--- src/rtl/bs_lfsr.sv ---
// Free-running Fibonacci LFSR pattern source with serial bit, pattern index and period tick.
// Optional macro BS_LFSR_LOCKUP_RECOVERY_EN adds recovery from the all-zero lock-up state.
module bs_lfsr #(
    parameter int               WIDTH = 5,
    parameter logic [WIDTH-1:0] TAPS  = WIDTH'(5'b10100),
    parameter logic [WIDTH-1:0] SEED  = WIDTH'(5'b00001)
) (
    input  logic             clk,
    input  logic             rst,
    output logic [WIDTH-1:0] lfsr_out,
    output logic             serial_out,
    output logic [WIDTH-1:0] pattern_idx,
    output logic             period_tick
);

`ifdef BS_LFSR_LOCKUP_RECOVERY_EN
    // A zero seed would lock the register up, so fall back to 1.
    localparam logic [WIDTH-1:0] EFF_SEED = (SEED != '0) ? SEED : WIDTH'(1);
`else
    localparam logic [WIDTH-1:0] EFF_SEED = SEED;
`endif

    logic             fb;
    logic [WIDTH-1:0] next_state;
    logic             wrap;

    always_comb begin
        fb         = ^(lfsr_out & TAPS);
        next_state = {lfsr_out[WIDTH-2:0], fb};
        wrap       = (next_state == EFF_SEED);
    end

    always_ff @(posedge clk) begin
        if (rst) begin
            lfsr_out    <= EFF_SEED;
            pattern_idx <= '0;
            period_tick <= 1'b0;
        end
`ifdef BS_LFSR_LOCKUP_RECOVERY_EN
        else if (lfsr_out == '0) begin
            lfsr_out    <= EFF_SEED;
            pattern_idx <= '0;
            period_tick <= 1'b0;
        end
`endif
        else begin
            lfsr_out    <= next_state;
            pattern_idx <= wrap ? '0 : pattern_idx + WIDTH'(1);
            period_tick <= wrap;
        end
    end

    assign serial_out = lfsr_out[WIDTH-1];

endmodule

--- config.mk ---
export PLATFORM = sky130hd
export DESIGN_NAME = bs_lfsr
export DESIGN_NICKNAME = d
export VERILOG_FILES = /design/src/rtl/bs_lfsr.sv
export SDC_FILE = /design/constraint.sdc
export NUM_CORES = 1
export LEC_CHECK = 0
export CORE_AREA = 2 2 39 41
export CTS_CLUSTER_DIAMETER = 50
export DETAILED_ROUTE_END_ITERATION = 10
export DIE_AREA = 0 0 41 43
export SLEW_MARGIN = 15
export SYNTH_ARGS = -nofsm -noshare
export SYNTH_HDL_FRONTEND = slang
export SYNTH_SLANG_ARGS = --single-unit
--- constraint.sdc ---
create_clock -name clk -period 1.15 [get_ports clk]
set_input_delay 0.23 -clock clk [delete_from_list [all_inputs] [get_ports clk]]
set_output_delay 0.23 -clock clk [all_outputs]
set_load 0.01 [all_outputs]
==> run metrics <==
antenna violations before repair 0; clock insertion delay at the later pin of the skew report 0.27 ns; Slew @ Worst Pin 0.207 ns; placement row count 14; reg2reg end pattern_idx[3]; Nets 63; vias in the first global route 296; outcome finished, final reports clean; fill count 138; Hold Path Origin pattern_idx[4]; Crit path arrival time 0.88 ns; pin count of the biggest net entering global routing 8; Initial Utilization 0.266; Netlist Area Pre-Place 368 sq um; DR iter-0 viols 4; Port-buffer cells 13; Syn Nets 37; slowest stage delay, CP 0.38 ns; crit path max fanout 4; layout cell share with drive strength beyond 1 0.305; P_leak 0.287 nW; first-pass GRT wire length 1120 um; CP startpoint kind flop; most frequent cells in the layout 10 x dfxtp_1, 9 x buf_4, 7 x dlygate4sd2_1; Buf/Inv on CP 1; CP max-delay cell dfxtp_4; root buffer cell clkbuf_4; worst hold endpoint pattern_idx[4]; GRT overflow 0; PwrDens 1300 nW/um^2; cell chain of the critical path clkdlybuf4s15_1; worst hold slack 0.511 ns; # setup viols final 0; Max Clk Rate 897 MHz; drt via density 4.07; Die Span Y 43 um; htree depth 1; synth-to-layout area growth 62.9%; syn_area_per_cell 10.8 sq um; Tot Pwr 0.000782 W; Placer Congestion 0.653; Total Routing Usage GR 0.0997; Core ar. 1380 sq um; DRC 0; DR pass1 iterations 2; crit end category output port; final WL 704 um; Worst-path clk slew 0.08 ns; reg2reg setup slack 0.06 ns; synth warn 0; Worst Reg-to-Reg Cells 4; Netlist cell types 13; io pins 14; CTS sink cnt 11; Mapped Cells 34; max cap viols 0; Tmin final 1.11 ns; pins over their slew limit 0; WL/cell 9.39 um; commonest non-fill, non-tap cell in the layout dfxtp_1; Final Hold Vio Count 0; Yosys reg bits 11; Final period util 0.969; Hold Path Cell Cnt 2; Die W 41 um; Crit Reg-Reg Startpoint lfsr_out[0]; setup bufs post-CTS 0; WP data required 0.92 ns; Peak VDD IR 582 uV; register area share after synthesis 0.599; CP top delay family flip-flops; Antenna Nets Post-Route 0; clock tree from TritonCTS built; Clock Path Buffers 2; via count 305; critical path class reg2out; Worst Hold Class reg2reg; diode count 0; relative slew slack 0.861; skew final 0.00754 ns; hpwl dp 567 um; cts bufs inserted 3; die area 1760 sq um
-- Yosys cell counts --
library cell,count,area share
ha_1,1,0.034
xor2_1,2,0.048
a21o_2,1,0.024
nand2_1,1,0.010
nor2b_1,4,0.068
xnor2_1,2,0.048
buf_4,1,0.020
nand2b_1,1,0.017
nand3_1,2,0.027
nor2_1,6,0.061
inv_1,1,0.010
nor4_2,1,0.034
dfxtp_1,11,0.60
-- sequential cells by signal (all words and copies together) (netlist names) --
name and count:
pattern_idx 5, lfsr_out 5, period_tick 1
-- power by group --
group | internal (W) | leakage [nW] | switching, W
clock network | 0.000129 | 0.0177 | 0.000136
logic | 0.0000617 | 0.178 | 0.0000467
registers | 0.000398 | 0.0909 | 0.0000100
total | 0.000589 | 0.287 | 0.000193
-- through the flow --
step	cell area (sq um)	worst slack (ns)	std cells	setup TNS, ns	utilization
final	599	0.0356	75	0	0.433
after floorplan	368	0.150	34	0	-
after global placement	578	0.00475	71	0	0.418
after global routing	599	-0.0173	75	-0.0263	0.433
after CTS	592	0.00430	75	0	0.428
after detailed placement	578	-0.0175	71	-0.0175	0.418
-- cell type report --
class                   count  area (sq um)  share of cell area
multi-input cells          21           145               0.242
inverters                   1          3.75             0.00626
clock buffers               3          22.5              0.0376
clock inverters             1          5.00             0.00835
well taps                  16          20.0              0.0334
flip-flops and latches     11           224               0.374
repair buffers             22           179               0.299
-- worst max-delay path by stage --
stage	start	endpoint	cells past startpoint
floorplan	lfsr_out[2]	pattern_idx[2]	3
global placement	lfsr_out[2]	lfsr_out[2]	1
detailed placement	lfsr_out[2]	lfsr_out[2]	1
CTS	lfsr_out[2]	lfsr_out[2]	1
global route	lfsr_out[0]	pattern_idx[3]	4
finish	lfsr_out[2]	lfsr_out[2]	1
-- logic make-up (layout without fill, tap and decap cells) --
| logic type | count (synthesis) | after routing | synth area share |
|---|---|---|---|
| buf+inv | 2 | 27 | 0.0306 |
| fa+ha+maj | 1 | 1 | 0.0340 |
| flops | 11 | 11 | 0.599 |
| simple gates | 15 | 15 | 0.218 |
| compound gates | 1 | 1 | 0.0238 |
| xor+xnor | 4 | 4 | 0.0953 |
-- routing by layer --
layer | track usage | part of all wire | vias to the layer above
li1 | - | - | 157
met5 | 0 | 0 | -
met1 | 0.114 | 0.45 | 133
met4 | 0.100 | 0.038 | 0
met2 | 0.144 | 0.46 | 11
met3 | 0.0157 | 0.050 | 4
-- what timing repair did --
action | 4_1_cts | 5_1_grt
pin swaps | 0 | 1
setup endpoints to repair | 12 | 7
hold buffers | 0 | 0
cloned | 0 | 0
resized for setup | 13 | 9
Note: power is estimated with default switching activity, not from simulation.
